`config.mk`:
```
export PLATFORM = sky130hd
export DESIGN_NAME = id_hazard_ctrl_flat
export DESIGN_NICKNAME = d
export VERILOG_FILES = /design/src/rtl/pipe_pkg.sv /design/src/rtl/id_hazard_ctrl_if.sv /design/src/rtl/hazard_match.sv /design/src/rtl/id_hazard_ctrl.sv /design/src/flat_wrapper.sv
export SDC_FILE = /design/constraint.sdc
export NUM_CORES = 1
export LEC_CHECK = 0
export ABC_AREA = 1
export CAP_MARGIN = 40
export CELL_PAD_IN_SITES_DETAIL_PLACEMENT = 0
export CELL_PAD_IN_SITES_GLOBAL_PLACEMENT = 2
export CORE_UTILIZATION = 28
export CTS_BUF_LIST = sky130_fd_sc_hd__clkbuf_8 sky130_fd_sc_hd__clkbuf_16
export CTS_CLUSTER_SIZE = 25
export DETAILED_ROUTE_END_ITERATION = 6
export GPL_TIMING_DRIVEN = 0
export PLACE_DENSITY_LB_ADDON = 0.1
export SLEW_MARGIN = 20
export SYNTH_ARGS = -nofsm -noshare
export SYNTH_HDL_FRONTEND = slang
export SYNTH_SLANG_ARGS = --single-unit
```
`constraint.sdc`:
```
create_clock -name clk -period 2.45 [get_ports clk]
set_input_delay 0.245 -clock clk [delete_from_list [all_inputs] [get_ports clk]]
set_output_delay 0.245 -clock clk [all_outputs]
set_load 0.1 [all_outputs]
```
`src/rtl/pipe_pkg.sv`:
```
// Shared types for the decode-stage hazard controller.
// Optional feature macro: ID_FORWARD_EN (EX-stage operand forwarding).
package pipe_pkg;

  // Architectural zero register; never a real dependency
  localparam logic [4:0] REG_ZERO = 5'd0;

  // EX operand source; named after where the producer sits once the consumer is in EX
  typedef enum logic [1:0] {
    FWD_RF  = 2'b00,
    FWD_MEM = 2'b01,
    FWD_WB  = 2'b10,
    FWD_RET = 2'b11
  } fwd_sel_e;

  // Shadow of one in-flight instruction's destination state
  typedef struct packed {
    logic       valid;
    logic [4:0] rd;
    logic       reg_write;
    logic       mem_read;
  } hz_slot_t;

  localparam hz_slot_t SLOT_EMPTY = '{valid: 1'b0, rd: REG_ZERO, reg_write: 1'b0, mem_read: 1'b0};

  // True when the slot holds a live writer of register src
  function automatic logic slot_hit(hz_slot_t slot, logic [4:0] src);
    return slot.valid && slot.reg_write && (slot.rd == src);
  endfunction

endpackage

```
`src/rtl/id_hazard_ctrl_if.sv`:
```
// Decode-stage hazard interface: instruction fields in, pipeline controls out.
// master = pipeline/decode side, slave = hazard controller.
interface id_hazard_ctrl_if #(
  parameter int STALL_CNT_W = 32
);

  // Decoding instruction and pipeline context
  logic                   id_valid;
  logic [4:0]             id_rs1;
  logic [4:0]             id_rs2;
  logic                   id_uses_rs1;
  logic                   id_uses_rs2;
  logic [4:0]             id_rd;
  logic                   id_reg_write;
  logic                   id_mem_read;
  logic                   ex_branch_taken;
  logic                   ext_stall;

  // Front-end sequencing and forwarding
  logic                   stall_id;
  logic                   bubble_ex;
  logic                   flush_if_id;
  logic [1:0]             fwd_a;
  logic [1:0]             fwd_b;
  logic [STALL_CNT_W-1:0] stall_cycles;

  modport master (
    output id_valid, id_rs1, id_rs2, id_uses_rs1, id_uses_rs2,
    output id_rd, id_reg_write, id_mem_read, ex_branch_taken, ext_stall,
    input  stall_id, bubble_ex, flush_if_id, fwd_a, fwd_b, stall_cycles
  );

  modport slave (
    input  id_valid, id_rs1, id_rs2, id_uses_rs1, id_uses_rs2,
    input  id_rd, id_reg_write, id_mem_read, ex_branch_taken, ext_stall,
    output stall_id, bubble_ex, flush_if_id, fwd_a, fwd_b, stall_cycles
  );

endinterface

```
`src/rtl/hazard_match.sv`:
```
// Compares one decode source register against the EX/MEM/WB shadow slots.
// hits is ordered {wb, mem, ex}; fwd_sel picks the youngest matching producer.
module hazard_match
  import pipe_pkg::*;
(
  input  logic       id_valid,
  input  logic [4:0] src,
  input  logic       uses,
  input  hz_slot_t   ex_slot,
  input  hz_slot_t   mem_slot,
  input  hz_slot_t   wb_slot,
  output logic [2:0] hits,
  output fwd_sel_e   fwd_sel
);

  logic src_live;
  logic unused_mem_read;

  // x0 and unread operands can never depend on anything
  assign src_live = id_valid && uses && (src != REG_ZERO);

  // Load flags are judged by the parent, not here
  assign unused_mem_read = ^{ex_slot.mem_read, mem_slot.mem_read, wb_slot.mem_read};

  // Per-slot dependency check
  always_comb begin
    hits[0] = src_live && slot_hit(ex_slot, src);
    hits[1] = src_live && slot_hit(mem_slot, src);
    hits[2] = src_live && slot_hit(wb_slot, src);
  end

  // Youngest producer holds the freshest value, so it wins
  always_comb begin
    fwd_sel = FWD_RF;
    if (hits[0]) begin
      fwd_sel = FWD_MEM;
    end else if (hits[1]) begin
      fwd_sel = FWD_WB;
    end else if (hits[2]) begin
      fwd_sel = FWD_RET;
    end
  end

endmodule

```
`src/rtl/id_hazard_ctrl.sv`:
```
// Decode-stage hazard controller for the 5-stage RV32 pipeline.
// Tracks destination state of EX/MEM/WB, raises stall/bubble/flush and,
// when ID_FORWARD_EN is defined, registers per-operand forwarding selects.
// Without ID_FORWARD_EN any in-flight producer stalls and fwd_a/fwd_b read 00.
module id_hazard_ctrl
  import pipe_pkg::*;
#(
  parameter int STALL_CNT_W = 32
) (
  input  logic             clk,
  input  logic             reset,
  id_hazard_ctrl_if.slave  hz
);

  localparam logic [STALL_CNT_W-1:0] CNT_ONE = STALL_CNT_W'(1);
  localparam logic [STALL_CNT_W-1:0] CNT_MAX = '1;

  hz_slot_t               ex_slot_reg;
  hz_slot_t               mem_slot_reg;
  hz_slot_t               wb_slot_reg;
  hz_slot_t               ex_slot_next;
  logic [STALL_CNT_W-1:0] stall_cycles_reg;

  logic [4:0]             src_idx   [2];
  logic                   src_uses  [2];
  logic [2:0]             src_hits  [2];
  fwd_sel_e               src_sel   [2];
  logic [1:0]             src_hazard;

  logic                   hazard;
  logic                   advance;
  logic                   cnt_inc;
  logic                   stall_id;
  logic                   bubble_ex;
  logic                   flush_if_id;

  assign src_idx[0]  = hz.id_rs1;
  assign src_idx[1]  = hz.id_rs2;
  assign src_uses[0] = hz.id_uses_rs1;
  assign src_uses[1] = hz.id_uses_rs2;

  // One comparator per source operand
  genvar gi;
  generate
    for (gi = 0; gi < 2; gi++) begin : g_opnd
      hazard_match u_match (
        .id_valid (hz.id_valid),
        .src      (src_idx[gi]),
        .uses     (src_uses[gi]),
        .ex_slot  (ex_slot_reg),
        .mem_slot (mem_slot_reg),
        .wb_slot  (wb_slot_reg),
        .hits     (src_hits[gi]),
        .fwd_sel  (src_sel[gi])
      );
`ifdef ID_FORWARD_EN
      // Only a load still in EX cannot be forwarded in time
      assign src_hazard[gi] = |(src_hits[gi] & {2'b00, ex_slot_reg.mem_read});
`else
      // No bypass: wait until the producer has left WB
      assign src_hazard[gi] = |src_hits[gi];
`endif
    end
  endgenerate

  assign hazard  = |src_hazard;
  assign advance = !hz.ext_stall;

  // Front-end control: external freeze, then redirect, then hazard
  always_comb begin
    stall_id    = 1'b0;
    bubble_ex   = 1'b0;
    flush_if_id = 1'b0;
    if (hz.ext_stall) begin
      stall_id = 1'b1;
    end else if (hz.ex_branch_taken) begin
      flush_if_id = 1'b1;
      bubble_ex   = 1'b1;
    end else if (hazard) begin
      stall_id  = 1'b1;
      bubble_ex = 1'b1;
    end
  end

  // What enters EX on an advance: the decoding instruction or a bubble
  always_comb begin
    ex_slot_next = SLOT_EMPTY;
    if (!bubble_ex) begin
      ex_slot_next.valid     = hz.id_valid;
      ex_slot_next.rd        = hz.id_rd;
      ex_slot_next.reg_write = hz.id_reg_write;
      ex_slot_next.mem_read  = hz.id_mem_read;
    end
  end

  // Shadow slots shift together and freeze under ext_stall
  always_ff @(posedge clk) begin
    if (reset) begin
      ex_slot_reg  <= SLOT_EMPTY;
      mem_slot_reg <= SLOT_EMPTY;
      wb_slot_reg  <= SLOT_EMPTY;
    end else if (advance) begin
      wb_slot_reg  <= mem_slot_reg;
      mem_slot_reg <= ex_slot_reg;
      ex_slot_reg  <= ex_slot_next;
    end
  end

  // A hazard cycle is one where ID is held and a bubble is inserted
  assign cnt_inc = advance && !hz.ex_branch_taken && hazard;

  // Saturating hazard-stall counter
  always_ff @(posedge clk) begin
    if (reset) begin
      stall_cycles_reg <= '0;
    end else if (cnt_inc && (stall_cycles_reg != CNT_MAX)) begin
      stall_cycles_reg <= stall_cycles_reg + CNT_ONE;
    end
  end

  assign hz.stall_id     = stall_id;
  assign hz.bubble_ex    = bubble_ex;
  assign hz.flush_if_id  = flush_if_id;
  assign hz.stall_cycles = stall_cycles_reg;

`ifdef ID_FORWARD_EN
  fwd_sel_e fwd_a_reg;
  fwd_sel_e fwd_b_reg;

  // Selects travel with the instruction into EX; a bubble reads the regfile
  always_ff @(posedge clk) begin
    if (reset) begin
      fwd_a_reg <= FWD_RF;
      fwd_b_reg <= FWD_RF;
    end else if (advance) begin
      fwd_a_reg <= bubble_ex ? FWD_RF : src_sel[0];
      fwd_b_reg <= bubble_ex ? FWD_RF : src_sel[1];
    end
  end

  assign hz.fwd_a = fwd_a_reg;
  assign hz.fwd_b = fwd_b_reg;
`else
  logic unused_fwd_sel;

  // Operands always come from the regfile in this build
  assign unused_fwd_sel = ^{src_sel[0], src_sel[1]};
  assign hz.fwd_a       = FWD_RF;
  assign hz.fwd_b       = FWD_RF;
`endif

endmodule

```
`src/flat_wrapper.sv`:
```
// flat-port wrapper written by rule: the top's interface ports become plain ports
module id_hazard_ctrl_flat import pipe_pkg::*;
#(
  parameter int STALL_CNT_W = 32
)
  (clk, reset, hz_id_valid, hz_id_rs1, hz_id_rs2, hz_id_uses_rs1, hz_id_uses_rs2, hz_id_rd, hz_id_reg_write, hz_id_mem_read, hz_ex_branch_taken, hz_ext_stall, hz_stall_id, hz_bubble_ex, hz_flush_if_id, hz_fwd_a, hz_fwd_b, hz_stall_cycles);
  id_hazard_ctrl_if #(.STALL_CNT_W(STALL_CNT_W)) hz_i ();
  input  logic clk;
  input  logic reset;
  input wire logic [$bits(hz_i.id_valid)-1:0] hz_id_valid;
  input wire logic [$bits(hz_i.id_rs1)-1:0] hz_id_rs1;
  input wire logic [$bits(hz_i.id_rs2)-1:0] hz_id_rs2;
  input wire logic [$bits(hz_i.id_uses_rs1)-1:0] hz_id_uses_rs1;
  input wire logic [$bits(hz_i.id_uses_rs2)-1:0] hz_id_uses_rs2;
  input wire logic [$bits(hz_i.id_rd)-1:0] hz_id_rd;
  input wire logic [$bits(hz_i.id_reg_write)-1:0] hz_id_reg_write;
  input wire logic [$bits(hz_i.id_mem_read)-1:0] hz_id_mem_read;
  input wire logic [$bits(hz_i.ex_branch_taken)-1:0] hz_ex_branch_taken;
  input wire logic [$bits(hz_i.ext_stall)-1:0] hz_ext_stall;
  output wire logic [$bits(hz_i.stall_id)-1:0] hz_stall_id;
  output wire logic [$bits(hz_i.bubble_ex)-1:0] hz_bubble_ex;
  output wire logic [$bits(hz_i.flush_if_id)-1:0] hz_flush_if_id;
  output wire logic [$bits(hz_i.fwd_a)-1:0] hz_fwd_a;
  output wire logic [$bits(hz_i.fwd_b)-1:0] hz_fwd_b;
  output wire logic [$bits(hz_i.stall_cycles)-1:0] hz_stall_cycles;
  assign hz_i.id_valid = hz_id_valid;
  assign hz_i.id_rs1 = hz_id_rs1;
  assign hz_i.id_rs2 = hz_id_rs2;
  assign hz_i.id_uses_rs1 = hz_id_uses_rs1;
  assign hz_i.id_uses_rs2 = hz_id_uses_rs2;
  assign hz_i.id_rd = hz_id_rd;
  assign hz_i.id_reg_write = hz_id_reg_write;
  assign hz_i.id_mem_read = hz_id_mem_read;
  assign hz_i.ex_branch_taken = hz_ex_branch_taken;
  assign hz_i.ext_stall = hz_ext_stall;
  assign hz_stall_id = hz_i.stall_id;
  assign hz_bubble_ex = hz_i.bubble_ex;
  assign hz_flush_if_id = hz_i.flush_if_id;
  assign hz_fwd_a = hz_i.fwd_a;
  assign hz_fwd_b = hz_i.fwd_b;
  assign hz_stall_cycles = hz_i.stall_cycles;
  id_hazard_ctrl #(.STALL_CNT_W(STALL_CNT_W)) u_core (.clk(clk), .reset(reset), .hz(hz_i));
endmodule
```
==> metrics.txt, run 1 <==
outcome=finished, final reports clean; post-route DRC violation count=0; top cells by area, synth=dfxtp_1 (31%), nand2_1 (17%), nor2_1 (8.1%); final layout net count=657; startpoint types=register; Setup crit end kind=primary output; ANT cells=0; Compound-Gate Fraction of Synth Area=10.0%; total grt overflow=0; Setup Slack @ Placement=-0.642 ns; Peak VDD IR=0.221 mV; DR vias/cell=4.69; Final period util=93.5%; post-synthesis mux area share=0%; placed instance count=768; total track usage=18.6%; Die Ht=112 um; syn avg cell area=6.42 um2; cell taking the most area after synthesis=dfxtp_1; Synth Instances=532; post-synthesis adder-cell area fraction=0.366%; top cell type's share of synthesized area=31.1%; Distinct cells, synth=30; initial antenna violation count=0; largest net degree at the start of global routing=17; Max Freq=436 MHz; share of cells above drive strength 1=12.8%; Setup violations, final=0; worst-path fanout max=10; Critical Path RT=2.20 ns; WHS=0.413 ns; leakage power=1.92 nW; Area growth, synth to finish=43.8%; Core Rows=39; clk buf depth=2; Root Buffer=clkbuf_16; RSZ-0062 raised after global routing=false; CP Data Arrival Time=2.05 ns; Final GP Congestion=0.915; Pins Over Slew Limit=0; total number of vias=3640; Initial Util=29.3%; CTS HTree Levels=2; clock skew=0.00770 ns; worst hold path type=in -> reg; drt first pass iters=4; Pwr Total=0.00196 W; first-pass GRT wire length=18.7 mm; Post-Syn Area=3420 um2; CTS tree=yes; max reg flops=32; Worst-Skew Late Latency=0.29 ns; Hold Vio Cnt, Final=0; crit path setup slack, layout=0.159 ns; final wirelength=11.3 mm; Num CTS Buffers=5; post-detail-place hpwl=8.93 mm; simple-gate share of the synthesized area=39.0%; max-cap violation count=0; Slew @ Worst Pin=0.651 ns; post-route setup TNS=0 ns; CP Class=reg -> out; Synth Warn #=0; Routed WL per cell=14.5 um; Rel. slew slack=56.6%; combinational family with the most area after synthesis=simple AND/OR/NAND/NOR gates; minimum clock period=2.29 ns; I/O pin count=63; DRT iter0 DRCs=112; Pwr per Cell Area=398 nW/um2; PortBufs=55; Post-Layout Cell Count=776; Antenna Nets Post-Route=0; post-synthesis sequential area ratio=31.1%; #FFs+latches synth=53; Die ar.=12600 um2; clock tree sinks=53; post-synthesis xor/xnor area fraction=10.5%; clock-pin transition on the worst setup and hold timing paths=0.07 ns; die width=112 um; number of global-route vias before repair=3582; core box area=11700 um2
==> cell usage in the layout (no fill, tap or decap), drive strengths merged <==
| master | n |
|---|---|
| clkbuf | 21 |
| ha | 1 |
| conb | 4 |
| dfxtp | 53 |
| bufinv | 1 |
| dlymetal6s2s | 6 |
| nor3b | 2 |
| nor2 | 78 |
| a21oi | 48 |
| o21ai | 10 |
| clkdlybuf4s50 | 43 |
| dlygate4sd2 | 4 |
| nand3b | 3 |
| clkinvlp | 1 |
| nand2 | 160 |
| nor3 | 12 |
| buf | 49 |
| a211oi | 7 |
| xor2 | 27 |
| inv | 43 |
| xnor2 | 14 |
| nand3 | 10 |
| nand4 | 36 |
==> per-stage QoR <==
step | utilization [%] | instance area (um2)
floorplan | - | 3440
global placement | 35.7 | 4170
detailed placement | 40.2 | 4690
CTS | 41.8 | 4880
global route | 42.1 | 4910
finish | 42.1 | 4910
==> synthesized netlist by cell type <==
cell type	instances
nor3_1	9
xnor2_1	14
xor2_1	27
nor3_2	3
clkbuf_1	15
nand3_2	2
o21ai_0	8
conb_1	1
buf_4	4
ha_1	1
inv_2	5
buf_6	3
inv_1	38
nor2_2	2
buf_2	3
nor2_1	74
nand4_4	1
nand3_1	8
nor2_4	2
nor3b_2	1
dfxtp_1	53
nor3b_1	1
a211oi_1	7
nand4_1	35
nand2_2	1
o21ai_1	2
buf_1	2
nand3b_1	3
a21oi_1	48
nand2_1	159
==> kinds of logic (layout without fill, tap and decap cells) <==
group	count (synthesis)	count (layout)
simple gates	301	301
buf+inv	70	168
compound gates	65	65
flops	53	53
xor+xnor	41	41
fa+ha+maj	1	1
other cells	1	4
==> worst paths after layout <==
| check | endpoint | slack [ns] | cells past startpoint | startpoint |
|---|---|---|---|---|
| worst max register to register | u_core.hz.stall_cycles[19] | 0.36 | 9 | u_core.hz.stall_cycles[0] |
| worst min register to register | u_core.wb_slot_reg[7] | 0.47 | 2 | u_core.wb_slot_reg[7] |
| worst max-delay path | hz_bubble_ex | 0.16 | 12 | u_core.ex_slot_reg[3] |
| worst min-delay path | u_core.mem_slot_reg[2] | 0.41 | 2 | reset |
==> metal layers <==
metal | vias to the layer above | share of wire [%] | track usage [%]
met5 | - | 0 | 0
met3 | 13 | 2.5 | 1.84
met4 | 0 | 2.1 | 6.49
met2 | 58 | 50 | 33.4
met1 | 1651 | 45 | 23.2
li1 | 1918 | - | -
==> worst max-delay path, cell delays in order (launching register included) <==
cell and delay, ns:
dfxtp_4 0.37, inv_1 0.07, nand2_1 0.06, nand4_1 0.18, nor2_1 0.15, nand2_1 0.05, nand2_1 0.07, nand2_1 0.09
nand3_4 0.12, buf_8 0.14, nor2_1 0.05, nor2_2 0.20, buf_12 0.20
==> cell type report <==
type	instances	area, um2
plain buffers	27	153
clock buffers	6	139
clock inverters	2	37.5
fillers	1218	6750
inverters	43	161
multi-input cells	412	2080
flip-flops and latches	53	1070
well taps	143	179
repair buffers	90	1090
==> report_power, final <==
part / switching, W / internal [W]
Combinational: 0.000155 / 0.0000808
Sequential: 0.0000145 / 0.000874
Clock: 0.000322 / 0.000510
==> timing repair <==
item,4_1_cts,5_1_grt
hold endpoints to repair,0,0
gates resized for setup,10,13
hold buffers,0,0
buffers inserted,1,1
endpoints found under the setup margin,2,2
pin swaps,3,5
Note: power is estimated with default switching activity, not from simulation.
==> inputs of run 2 (changes only) <==
--- a/config.mk
+++ b/config.mk
@@ -11,7 +11,6 @@
 export CELL_PAD_IN_SITES_GLOBAL_PLACEMENT = 2
 export CORE_UTILIZATION = 28
 export CTS_BUF_LIST = sky130_fd_sc_hd__clkbuf_8 sky130_fd_sc_hd__clkbuf_16
-export CTS_CLUSTER_SIZE = 25
 export DETAILED_ROUTE_END_ITERATION = 6
 export GPL_TIMING_DRIVEN = 0
 export PLACE_DENSITY_LB_ADDON = 0.1
==> results of run 2 <==
The final DEF is identical to that of run 1; final timing and power are the same.
==> variant 1: new RTL, config.mk and constraints of run 1 <==
`STALL_CNT_W` is set to 32 in 3 places; all go to 48.
--- a/src/rtl/id_hazard_ctrl_if.sv
+++ b/src/rtl/id_hazard_ctrl_if.sv
@@ -2,5 +2,5 @@
 // master = pipeline/decode side, slave = hazard controller.
 interface id_hazard_ctrl_if #(
-  parameter int STALL_CNT_W = 32
+  parameter int STALL_CNT_W = 48
 );
 
--- a/src/rtl/id_hazard_ctrl.sv
+++ b/src/rtl/id_hazard_ctrl.sv
@@ -6,5 +6,5 @@
   import pipe_pkg::*;
 #(
-  parameter int STALL_CNT_W = 32
+  parameter int STALL_CNT_W = 48
 ) (
   input  logic             clk,
--- a/src/flat_wrapper.sv
+++ b/src/flat_wrapper.sv
@@ -2,5 +2,5 @@
 module id_hazard_ctrl_flat import pipe_pkg::*;
 #(
-  parameter int STALL_CNT_W = 32
+  parameter int STALL_CNT_W = 48
 )
   (clk, reset, hz_id_valid, hz_id_rs1, hz_id_rs2, hz_id_uses_rs1, hz_id_uses_rs2, hz_id_rd, hz_id_reg_write, hz_id_mem_read, hz_ex_branch_taken, hz_ext_stall, hz_stall_id, hz_bubble_ex, hz_flush_if_id, hz_fwd_a, hz_fwd_b, hz_stall_cycles);
Ports: changed (resized hz_stall_cycles); port bits go from 63 to 79. The function was not compared with the original's and may differ.
==> variant 1 against run 1 <==
Worst setup slack improved by 83 ps. First-iteration DRC count increased to 2.6 times the old value. Worst hold slack got worse by 130 ps. Critical endpoint unchanged. Largest power group is now clock. Area after synthesis increased by 37%. Total power increased by 36%. Design area increased by 37%. Sequential cell count increased by 16. Wire length increased by 48%.
==> variant 1: results (changes against run 1) <==
## Detailed routing
- **number of violations reported at the end of detailed-routing iteration 0** 293, +160%
- **count of antenna-violating nets left after detailed routing** 0, unchanged
- **Detailed Routing Iterations Pass 1** 5, +1
- **number of vias after detailed routing** 5,359, +47%

## GRT
- **wire length of the first global-routing pass** 26,900 um, +44%
- **met1 track utilization from global routing** 0.265, +0.0336
- **largest net degree at the start of global routing** 11, -6
- **global routing met2 resource utilization** 0.319, -0.0151
- **Global Route met3 Usage** 0.0282, +0.00981
- **via count of the first global-routing pass** 5,120, +43%

## Cells and area
- **non-filler instance count after layout** 1,158, +49%
- **filler cell count** 1,728, +42%
- **final core utilization** 0.419, -0.00249
- **Data buffer area share** 0.245, -0.00861
- **flip-flop and latch share of the layout cell area** 0.205, -0.0130
- **number of buffers outside the clock class in the layout** 157, +34%
- **multi-input combinational cell area** 2740 sq um, +32%
- **layout inverter count without the clock tree** 119, +180%
- **Clock buffer cells** 10, +4
- **sequential cell count of the final layout** 69, +30%
- **share of final-layout standard cells stronger than drive strength 1** 0.125, -0.00270
- **Largest register FFs** 48, +50%
- **area fraction of clock buffers and clock inverters** 0.0386, +0.00265

## Synthesis
- **synthesized-area fraction occupied by adder cells** 0.00266, -0.000999
- **share of the synthesized area in compound gates (AO/OA/AOI/OAI)** 0.0405, -0.0599
- **share of synthesized area occupied by flip-flops and latches** 0.294, -0.0165
- **distinct cell type count of the synthesized netlist** 33, +10%
- **leading post-synthesis cells by instance count** 217 x sky130_fd_sc_hd__nand2_1, 143 x sky130_fd_sc_hd__nor2_1, 116 x sky130_fd_sc_hd__inv_1
- **synth top area cells** sky130_fd_sc_hd__dfxtp_1 29%, sky130_fd_sc_hd__nand2_1 17%, sky130_fd_sc_hd__nor2_1 11%, sky130_fd_sc_hd__inv_1 9.3%, sky130_fd_sc_hd__nand4_1 6.9%
- **Post-Synth XOR/XNOR Area** 0.0336, -0.0715
- **gate count after technology mapping** 802, +51%

## Clock tree
- **clock insertion delay at the later pin of the skew report** 350 ps, +60 ps
- **htree depth** 3, +1
- **clock slew at the register clock pins of the worst setup and hold paths** 50 ps, -20 ps

## Worst setup path
- **cell family contributing the most delay on the critical path** buffers and inverters
- **worst stage delay on the critical path** 500 ps, +130 ps
- **worst-path fanout max** 4, -6
- **slowest CP cell** sky130_fd_sc_hd__clkdlybuf4s50_1
- **Crit path arrival time** 1960 ps, -90 ps

## Power and ir drop
- **Clk pwr share** 0.456, +0.030
- **Internal Dissipation** 0.00192 W, +31%
- **Worst VDD drop** 0.322 mV, +45%
- **power share of the sequential group** 0.436, -0.018
- **power consumed by sequential cells** 0.00116 W, +31%

## Timing
- **worst slew slack as a fraction of its limit** 0.540, -0.0262
- **worst clock skew** 7.18 ps, -0.520 ps

## Place
- **placer congestion estimate** 0.820, -10%
- **Cells after DPL** 1,142, +49%
- **Post-DP HPWL** 12,500 um, +41%
- **Post-Place Worst Slack** -961 ps, -319 ps
- **port bufs** 70, +27%

## Status
- **run status** completed

## variant 1: changes by cell type in the layout (fill, tap and decap cells not counted), moves of 10 or more
| cell | change |
|---|---|
| sky130_fd_sc_hd__inv_1 | +81 |
| sky130_fd_sc_hd__nor2_1 | +69 |
| sky130_fd_sc_hd__nand2_1 | +58 |
| sky130_fd_sc_hd__nand3_1 | +53 |
| sky130_fd_sc_hd__a21oi_1 | -31 |
| sky130_fd_sc_hd__dfxtp_1 | +20 |
| sky130_fd_sc_hd__nand4_1 | +17 |
| sky130_fd_sc_hd__buf_8 | +16 |
| sky130_fd_sc_hd__clkdlybuf4s50_1 | +16 |
| sky130_fd_sc_hd__xor2_1 | -15 |
| sky130_fd_sc_hd__nor2_2 | +13 |
| sky130_fd_sc_hd__o21ai_0 | +10 |
## variant 1: repair_timing
item / 4_1_cts / 5_1_grt
gates resized for setup: 18 / 1
gates cloned: 0 / 0
setup endpoints to repair: 2 / 3
pin swaps: 1 / 0
setup buffers: 3 / 0
## variant 1: metal layers
layer	wire, um	vias to the layer above	share of wire
met5	0	-	0
met4	286	0	0.017
li1	-	2780	-
met1	8270	2444	0.50
met3	667	16	0.040
met2	7410	119	0.45
## variant 1: final timing paths
check / slack (ps) / end / depth (start not counted) / startpoint
worst min register to register: 480 / u_core.ex_slot_reg[7]$_SDFFE_PP0N_ / 2 / u_core.ex_slot_reg[7]$_SDFFE_PP0N_
worst min-delay path: 280 / u_core.ex_slot_reg[3]$_SDFFE_PP0N_ / 2 / reset
worst max register to register: 240 / u_core.hz.stall_cycles[45]$_SDFFE_PP0P_ / 12 / u_core.hz.stall_cycles[1]$_SDFFE_PP0P_
worst max-delay path: 240 / hz_bubble_ex / 12 / hz_id_rs2[2]
==> variant 2: new RTL, settings of run 1 <==
Without the edit above. The option `ID_FORWARD_EN` is turned on by a define.
--- a/src/rtl/id_hazard_ctrl.sv
+++ b/src/rtl/id_hazard_ctrl.sv
@@ -3,4 +3,6 @@
 // when ID_FORWARD_EN is defined, registers per-operand forwarding selects.
 // Without ID_FORWARD_EN any in-flight producer stalls and fwd_a/fwd_b read 00.
+`define ID_FORWARD_EN
+
 module id_hazard_ctrl
   import pipe_pkg::*;
Behaviour: not the same (Yosys sat finds a counterexample within 4 cycles, from zero or initial values and one cycle with reset high).
==> variant 2 against run 1 <==
Non-clock buffer count rose by 6. Die area rose by 11%. Worst setup slack got worse by 28 ps. Design area rose by 14%. Total power rose by 37%. Wire length rose by 19%. Area after synthesis rose by 11%. Sequential cell count rose by 5. Critical path type unchanged. Critical endpoint unchanged. Largest power group is now clock.
==> variant 2: results (changes against run 1) <==
## Status
- **run status** completed

## Cells and area
- **Clock buffer cells** 10, +4
- **area fraction of clock buffers and clock inverters** 0.0590, +0.0230
- **Data buffer area share** 0.237, -0.0158
- **total number of multi-input combinational cells** 500, +21%
- **flip-flop and latch share of the layout cell area** 0.210, -0.00777
- **filler cell count** 1,457, +20%
- **share of final-layout standard cells stronger than drive strength 1** 0.130, +0.00206
- **layout inverter count without the clock tree** 49, +14%
- **final core utilization** 0.421, about the same
- **# nets final** 766, +17%
- **number of buffers outside the clock class in the layout** 123, +5.1%
- **multi-input combinational cell area** 2350 sq um, +13%

## Hold path
- **endpoint with the worst hold slack** u_core.hz.stall_cycles[9]$_SDFFE_PP0P_

## Timing
- **worst clock skew** 5.14 ps, -2.56 ps
- **Slew @ Worst Pin** 641 ps, -10.3 ps

## GRT
- **largest net degree at the start of global routing** 16, -1
- **wire length of the first global-routing pass** 21,700 um, +16%
- **combined global-route utilization of all metal layers** 0.202, +0.0164

## Clock tree
- **sink count of the clock tree** 58, +9.4%
- **number of buffers added by the clock tree synthesis step** 9, +4
- **Resized cells post-CTS** 27, +17
- **clock insertion delay at the later pin of the skew report** 340 ps, +50 ps

## Worst setup path
- **Crit path arrival time** 2070 ps, +20 ps
- **cell family contributing the most delay on the critical path** buffers and inverters
- **Reg-to-Reg End** u_core.hz.stall_cycles[2]$_SDFFE_PP0P_
- **setup slack of the most critical reg-to-reg path** 340 ps, -20 ps

## Synthesis
- **share of the synthesized area in compound gates (AO/OA/AOI/OAI)** 0.0951, -0.00519
- **share of synthesized area occupied by flip-flops and latches** 0.307, -0.00393
- **leading post-synthesis cells by instance count** 252 x sky130_fd_sc_hd__nand2_1, 90 x sky130_fd_sc_hd__nor2_1, 58 x sky130_fd_sc_hd__dfxtp_1
- **synthesized-area fraction occupied by adder cells** 0.00330, -0.000358
- **distinct cell type count of the synthesized netlist** 27, -10%
- **synth top area cells** sky130_fd_sc_hd__dfxtp_1 31%, sky130_fd_sc_hd__nand2_1 25%, sky130_fd_sc_hd__nor2_1 8.9%, sky130_fd_sc_hd__a21oi_1 7.0%, sky130_fd_sc_hd__nand4_1 5.8%
- **Post-Synth XOR/XNOR Area** 0.0416, -0.0635

## Power and ir drop
- **Leak Pwr** 2.21 nW, +15%
- **Internal Dissipation** 0.00198 W, +35%
- **Clk pwr share** 0.530, +0.104
- **combinational group share of total power** 0.102, -0.018
- **fraction of power spent switching nets** 0.260, +0.00931

## Place
- **total cell area at the placement stage** 5200 sq um, +11%
- **placer congestion estimate** 0.878, -4.0%
- **Post-Place Worst Slack** -473 ps, +170 ps

## Detailed routing
- **wire length on met3** 576 um, +110%
- **number of violations reported at the end of detailed-routing iteration 0** 271, +140%
- **DRT Wirelength** 13,400 um, +19%
- **length of routed met2 wiring** 5250 um, -6.6%
- **total routed wire length on the met1 layer** 7380 um, +44%

## Die
- **chip width** 118 um, +5.2%

## variant 2: stage by stage
step,instances,hold slack (ps)
finish,922,317
global route,922,358
CTS,921,303
detailed placement,907,459
global placement,868,456
floorplan,631,452
## variant 2: how the worst max path moves through the flow
| stage | start | to | slack, ps |
|---|---|---|---|
| after CTS | u_core.ex_slot_reg[1]$_SDFFE_PP0N_ | hz_bubble_ex | 40 |
| after global routing | u_core.ex_slot_reg[3]$_SDFFE_PP0N_ | hz_bubble_ex | -8 |
| after floorplan | u_core.hz.stall_cycles[1]$_SDFFE_PP0P_ | u_core.hz.stall_cycles[11]$_SDFFE_PP0P_ | 30 |
| final | u_core.ex_slot_reg[4]$_SDFFE_PP0N_ | hz_bubble_ex | 130 |
| after global placement | hz_id_rs1[1] | hz_stall_id | -890 |
| after detailed placement | hz_id_rs1[1] | hz_stall_id | -470 |
## variant 2: layer usage
metal  vias to the layer above  GRT usage
met5                         -          0
met2                        93      0.278
met1                      1974      0.311
li1                       2241          -
met4                         0     0.0753
met3                        12     0.0304
